## config.mk

```make
export PLATFORM = sky130hd
export DESIGN_NAME = axil_times_table_slave
export DESIGN_NICKNAME = d
export VERILOG_FILES = /design/src/rtl/axil_tt_pkg.sv /design/src/rtl/tt_mult3.sv /design/src/rtl/axil_times_table_slave.sv
export SDC_FILE = /design/constraint.sdc
export NUM_CORES = 1
export LEC_CHECK = 0
export BUFFER_PORTS_ARGS = -buffer_cell sky130_fd_sc_hd__clkbuf_2
export CAP_MARGIN = 20
export CELL_PAD_IN_SITES_DETAIL_PLACEMENT = 1
export CELL_PAD_IN_SITES_GLOBAL_PLACEMENT = 2
export CORE_MARGIN = 10
export CORE_UTILIZATION = 24
export CTS_BUF_LIST = sky130_fd_sc_hd__clkbuf_8 sky130_fd_sc_hd__clkbuf_16
export CTS_CLUSTER_DIAMETER = 120
export CTS_CLUSTER_SIZE = 8
export DETAILED_ROUTE_END_ITERATION = 7
export PLACE_DENSITY_LB_ADDON = 0.1
export SKIP_CTS_REPAIR_TIMING = 1
export SLEW_MARGIN = 40
export SYNTH_ARGS = -nofsm -noshare
export SYNTH_HDL_FRONTEND = slang
export SYNTH_HIERARCHICAL = 1
export SYNTH_SLANG_ARGS = --single-unit
```

## constraint.sdc

```tcl
create_clock -name clk -period 6.1 [get_ports clk]
set_input_delay 0.61 -clock clk [delete_from_list [all_inputs] [get_ports clk]]
set_output_delay 0.61 -clock clk [all_outputs]
set_load 0.01 [all_outputs]
```

## src/rtl/axil_tt_pkg.sv

```systemverilog
// axil_tt_pkg: shared response codes, FSM state types and address field positions
package axil_tt_pkg;
  localparam logic [1:0] RESP_OKAY = 2'b00;
  localparam logic [1:0] RESP_SLVERR = 2'b10;
  localparam int A_LSB = 5;
  localparam int B_LSB = 2;
  typedef enum logic [1:0] {R_IDLE, R_CALC, R_PIPE, R_RESP} rstate_t;
  typedef enum logic {W_IDLE, W_RESP} wstate_t;
endpackage

```

## src/rtl/tt_mult3.sv

```systemverilog
// tt_mult3: registered 3x3 -> 6-bit multiplier, loads only when enabled
module tt_mult3 (
  input  logic       clk,
  input  logic       rst,
  input  logic       en,
  input  logic [2:0] a,
  input  logic [2:0] b,
  output logic [5:0] p
);
  always_ff @(posedge clk) begin
    if (rst) p <= '0;
    else if (en) p <= {3'b0, a} * {3'b0, b};
  end
endmodule

```

## src/rtl/axil_times_table_slave.sv

```systemverilog
// axil_times_table_slave: read-only AXI4-Lite 8x8 times table; `define TT_PIPE_EN adds a read pipeline stage
module axil_times_table_slave
  import axil_tt_pkg::*;
#(
  parameter int ADDR_W = 8,
  parameter int DATA_W = 32
) (
  input  logic                clk,
  input  logic                rst,
  input  logic [ADDR_W-1:0]   s_axi_araddr,
  input  logic                s_axi_arvalid,
  output logic                s_axi_arready,
  output logic [DATA_W-1:0]   s_axi_rdata,
  output logic [1:0]          s_axi_rresp,
  output logic                s_axi_rvalid,
  input  logic                s_axi_rready,
  input  logic [ADDR_W-1:0]   s_axi_awaddr,
  input  logic                s_axi_awvalid,
  output logic                s_axi_awready,
  input  logic [DATA_W-1:0]   s_axi_wdata,
  input  logic [DATA_W/8-1:0] s_axi_wstrb,
  input  logic                s_axi_wvalid,
  output logic                s_axi_wready,
  output logic [1:0]          s_axi_bresp,
  output logic                s_axi_bvalid,
  input  logic                s_axi_bready
);
  rstate_t rstate;
  wstate_t wstate;
  logic [2:0] a, b;
  logic [5:0] prod, src, rd;
  logic aw_done, w_done, aw_got, w_got;
  logic unused;
  assign unused = ^{s_axi_araddr[1:0], s_axi_awaddr, s_axi_wdata, s_axi_wstrb};
  assign s_axi_arready = rstate == R_IDLE;
  assign s_axi_rdata = DATA_W'(rd);
  assign s_axi_rresp = RESP_OKAY;
  tt_mult3 u_mult (
    .clk(clk),
    .rst(rst),
    .en(rstate == R_CALC),
    .a(a),
    .b(b),
    .p(prod)
  );
`ifdef TT_PIPE_EN
  logic [5:0] pipe;
  always_ff @(posedge clk) begin
    if (rst) pipe <= '0;
    else if (rstate == R_PIPE) pipe <= prod;
  end
  assign src = pipe;
`else
  assign src = prod;
`endif
  // rvalid rises one cycle into R_RESP, when rd captures the product
  always_ff @(posedge clk) begin
    if (rst) begin
      rstate <= R_IDLE;
      a <= '0;
      b <= '0;
      rd <= '0;
      s_axi_rvalid <= 1'b0;
    end else begin
      case (rstate)
        R_IDLE: if (s_axi_arvalid) begin
          a <= s_axi_araddr[A_LSB +: 3];
          b <= s_axi_araddr[B_LSB +: 3];
          rstate <= R_CALC;
        end
`ifdef TT_PIPE_EN
        R_CALC: rstate <= R_PIPE;
        R_PIPE: rstate <= R_RESP;
`else
        R_CALC: rstate <= R_RESP;
`endif
        R_RESP: if (!s_axi_rvalid) begin
          s_axi_rvalid <= 1'b1;
          rd <= src;
        end else if (s_axi_rready) begin
          s_axi_rvalid <= 1'b0;
          rstate <= R_IDLE;
        end
        default: rstate <= R_IDLE;
      endcase
    end
  end
  assign s_axi_awready = wstate == W_IDLE && !aw_done;
  assign s_axi_wready = wstate == W_IDLE && !w_done;
  assign s_axi_bvalid = wstate == W_RESP;
  assign aw_got = aw_done || s_axi_awvalid;
  assign w_got = w_done || s_axi_wvalid;
  always_ff @(posedge clk) begin
    if (rst) begin
      wstate <= W_IDLE;
      aw_done <= 1'b0;
      w_done <= 1'b0;
      s_axi_bresp <= RESP_OKAY;
    end else if (wstate == W_IDLE) begin
      if (aw_got && w_got) begin
        wstate <= W_RESP;
        s_axi_bresp <= RESP_SLVERR;
        aw_done <= 1'b0;
        w_done <= 1'b0;
      end else begin
        aw_done <= aw_got;
        w_done <= w_got;
      end
    end else if (s_axi_bready) wstate <= W_IDLE;
  end
endmodule
```

# ---- Word-level counts from Yosys, hierarchy flattened
# Index checks and enable logic that the tools add are counted.
dict set report word_totals {
  ff_bits 25
  input_bits 59
  output_inout_bits 41
  wordCells 41
}
dict set report op_classes {
  mul 1
  n_eq_ne 5
  muxes 11
  bitwise 2
  n_reduce_logical 12
}
# op count
set op_table {}
lappend op_table {{1-bit two-way mux} 7}
lappend op_table {{3-bit by 3-bit multiplier with 6-bit output} 1}
lappend op_table {{2-bit two-way mux} 3}
lappend op_table {{2-bit inequality test, second input constant} 3}
lappend op_table {{2-bit one-hot mux with 3 select lines} 1}
lappend op_table {{2-bit AND reduction} 3}
lappend op_table {{1-bit logical AND} 3}
lappend op_table {{3-bit AND reduction} 1}
lappend op_table {{2-bit by 1-bit equality test with 1-bit output, second input constant} 1}
lappend op_table {{2-bit equality test, second input constant} 1}
lappend op_table {{1-bit logical NOT} 2}
lappend op_table {{2-bit logical NOT} 1}
lappend op_table {{1-bit logical OR} 2}
lappend op_table {{1-bit inverter} 2}

# ---- Depth between registers and ports, before layout
dict set report logic_depth {
  word_depth 4
  depth_mapped 8
  depth_no_buf 8
}

# ---- Cells and area by module
# The synthesis kept the hierarchy.
# mod instances cells_per_inst area_each_um2 seq_area_each_um2
set by_module_without_submodules {}
lappend by_module_without_submodules {axil_times_table_slave 1 114 1102.3 380.4}
lappend by_module_without_submodules {tt_mult3 1 41 401.6 120.1}

# ---- Worst setup path after synthesis
# OpenSTA, ideal clock, no wires.
dict set report synth_timing {
  kind {reg2reg}
  startpoint {register a[0]}
  endpoint {register u_mult.p[4]}
  setup_ns 0.114
  t_arrival_ns 1.850
  required_ns 5.986
  setup_slack_ns 4.135
  stages_incl_launch_ff 9
  path_buffers 0
  synth_period_minus_slack_ns 1.965
  cell_sequence {dfxtp_1 and2_1 fa_1 ha_1 inv_1 fa_1 xnor2_1 mux2i_1 nor2_1}
}
dict set report synth_between {
  elab_chain_len 1
}
# element line_no
set synth_rtl {}
lappend synth_rtl {{start: declaration} axil_times_table_slave.sv:30} ;# logic [2:0] a, b;
lappend synth_rtl {{start signal: assignment} axil_times_table_slave.sv:67} ;# a <= s_axi_araddr[A_LSB +: 3];
lappend synth_rtl {{3-bit by 3-bit multiplier with 6-bit output} tt_mult3.sv:12} ;# else if (en) p <= {3'b0, a} * {3'b0, b};
lappend synth_rtl {{end signal: assignment} tt_mult3.sv:12}
lappend synth_rtl {{end: declaration} tt_mult3.sv:8} ;# output logic [5:0] p
# No other way between the ends.
# A chain may end at the register's enable or synchronous reset.

# ---- Worst setup path after layout
# Same ends and word-level chain as after synthesis.

==> metrics.md <==
| Metric | Value |
|---|---|
| Largest net degree at the start of global routing | 36 |
| Fin. Hold Viols | 0 |
| Final worst path period need | 2.11 ns |
| Critical path's largest stage delay | 0.54 ns |
| Max-slew headroom | 60.6% |
| Complex-gate fraction of the synthesized area | 6.99% |
| Area growth syn-to-layout | 6.49% |
| Die width | 99.2 um |
| Final Setup Violations | 0 |
| Post-Synth Adder-Cell Area | 6.82% |
| CTS Root Cell | clkbuf_8 |
| #FFs+latches synth | 25 |
| Largest family of logic cells by synthesized area | simple AND/OR/NAND/NOR gates |
| DRT iter0 DRCs | 29 |
| Synth Area in XOR/XNOR | 0.582% |
| Placer Congestion | between 0.6 and 0.7 |
| Drt first pass iters | 3 |
| Simple-gate share of the synthesized area | a little under a quarter |
| Wirelength per Cell | 12.9 um |
| Mean Syn Cell Area | 9.70 um2 |
| Maximum clock path buffer count | 2 |
| Routed vias | 987 |
| Post-DR vias/cell | 3.93 |
| Full die area | slightly below 0.01 mm2 |
| Setup crit start kind | flip-flop |
| Setup tns final | 0 ns |
| Net count, final | 243 |
| Cell taking the most area after synthesis | dfxtp_1 |
| Top area cells in the synthesized netlist | dfxtp_1 (33%), buf_4 (15%), mux2i_1 (10%) |
| Vias in the first global route | roughly 1,100 |
| Rows | 28 |
| Final Cycle Share | around 35% |
| Sink Count | 25 |
| Number of CTS-inserted buffers | 3 |
| Setup CP Type | flip-flop to flip-flop |
| Routed Antenna Nets | 0 |
| Worst Path Max Fanout | 4 |
| CP Data Arrival Time | roughly 2.3 ns |
| Mux share of post-synthesis cell area | 9.98% |
| Synth unique cells | 33 |
| Unrepaired setup endpoints after global routing | false |
| EDFF count, synth | 0 |
| Core area | 0.00599 mm2 |
| Fin util | 26.7% |
| Clk slew on worst S/H paths | approximately 0.1 ns |
| CTS H-tree lvls | 1 |
| Global-route wire length before repair | roughly 5500 um |
| Mapped Cells | 155 |
| Global route overflow | 0 |
| Drt total wl | 3230 um |
| Syn Std Cell Area | ~0.0015 mm2 |
| Most used DFF post-synth | dfxtp_1 |
| PortBufs | 24 |
| Cell mode on critical path | fa_1 |
| DRC Markers | 0 |
| F_max | 0.473 GHz |
| Synth Warn # | 6 |
| Die Ht | 99.2 um |
| Antenna cells | 0 |
| Post-DP HPWL | 2600 um |
| Total of max-cap violations | 0 |
| Overall Global Routing Usage | 6.80% |
| Layout cell share with drive strength beyond 1 | 23.3% |
| Starting Density | approximately a quarter |
| Slowest CP cell | fa_1 |
| Boundary Pins | 100 |
| Worst Tran Pin Value | 0.591 ns |
| Top cell type's share of synthesized area | 33.3% |
| CTS tree | built |
| Crit. End Element | flip-flop |
| Leak Pwr | approximately 0.71 nW |
| Worst vdd ir | approximately 0.09 mV |
| Worst-skew pair later-pin latency | 0.27 ns |
| Outcome | finished, final reports clean |
| Slew Viols, Final | 0 |
| Hold WC Path Type | flip-flop to flip-flop |
| Critical path data required time | 6.24 ns |
| Sequential fraction of the synthesis area | between 30% and 40% |
| Antenna violations before repair | 0 |
| Critical path, cell by cell | and2_1 -> fa_1 -> ha_1 -> inv_1 -> fa_1 -> xnor2_1 -> mux2i_1 -> nor2_1 |
| Fin Clk Skew | 0.00632 ns |
| Asr flop ratio synth | 0% |
| P per Cell Area | 210 mW/mm2 |
## final timing paths
check                            from     endpoint  slack [ns]  cells past startpoint
worst max-delay path             a[0]  u_mult/p[4]        3.99                      8
worst min-delay path            rd[4]        rd[4]        0.48                      2
worst max register to register   a[0]  u_mult/p[4]        3.99                      8
worst min register to register  rd[4]        rd[4]        0.48                      2
## layout by cell type, fill, tap and decap left out
master,n
a211oi_1,1
a211oi_2,1
a21o_1,1
a21oi_1,3
a31o_2,1
and2_1,8
and2b_2,1
and3_1,1
and3b_2,1
and4_2,1
clkbuf_2,24
clkbuf_8,3
clkinvlp_4,1
conb_1,29
dfxtp_1,25
fa_1,2
ha_1,5
inv_1,5
mux2i_1,15
nand2b_1,19
nand3_1,2
nor2_1,9
nor2b_1,2
nor3_1,1
nor3b_1,1
nor3b_4,1
o211a_1,1
o21bai_1,2
o221a_2,1
o2bb2ai_1,1
o32ai_1,1
or2b_2,6
xnor2_1,1
## metrics by stage
stage	setup slack [ns]	hold slack (ns)	area [um2]	power, W	std cells
after floorplan	4.14	0.440	1610	0.000238	183
after global placement	4.00	0.455	1550	0.000236	247
after detailed placement	3.98	0.464	1550	0.000238	247
after CTS	3.95	0.487	1600	0.000344	251
after global routing	3.81	0.501	1600	0.000359	251
final	3.99	0.479	1600	0.000336	251
## power by group
| group | internal, W | switching [W] |
|---|---|---|
| Combinational | 0.0000224 | 0.0000300 |
| Sequential | 0.000172 | 0.00000930 |
| Clock | 0.0000463 | 0.0000560 |
| Total | 0.000240 | 0.0000953 |
## layout make-up
cell class                      instances  area [um2]
Tap cell                               75        93.8
Multi-Input combinational cell        118         820
Clock buffer                            3        41.3
Clock inverter                          1        7.51
Fill cell                             724        4390
Timing Repair Buffer                   24         120
Inverter                                5        18.8
Sequential cell                        25         500
## per-layer routing
metal  wire (um)  track usage [%]  share of wire, %  vias to the layer above
met5           0                0                 0                        -
met4          15             1.65              0.46                        0
met3         242             3.46               7.5                        2
met2        1740             12.8                54                       29
met1        1230             6.31                38                      465
li1            -                -                 -                      491
## critical path, delay by kind of cell (launching register included)
kind,cells,cell delay (ns)
xor+xnor,1,0.14
buf+inv,1,0.06
simple gates,2,0.23
fa+ha+maj,3,1.08
flops,1,0.35
mux,1,0.14
## cell families after synthesis
| group | Yosys count |
|---|---|
| and+or+nand+nor | 53 |
| buffers and inverters | 40 |
| DFF | 25 |
| muxes | 15 |
| AOI/OAI and AO/OA | 13 |
| adders and majority gates | 7 |
| other | 1 |
| xor gates and xnor gates | 1 |
## registers in the layout (all words and copies together), names as in the netlist
name          cells
w_done            1
rd                6
rstate            2
aw_done           1
u_mult/p          6
b                 3
a                 3
s_axi_rvalid      1
s_axi_bvalid      1
s_axi_bresp       1
## cell usage after synthesis (all sizes together), types with 2 or more instances
cell type   n
buf        34
dfxtp      25
nand2b     19
mux2i      15
nor2        9
and2        8
or2b        6
ha          5
inv         5
a21oi       3
a211oi      2
fa          2
nand3       2
nor2b       2
nor3b       2
o21bai      2
Power figures use the tool's default switching activity.
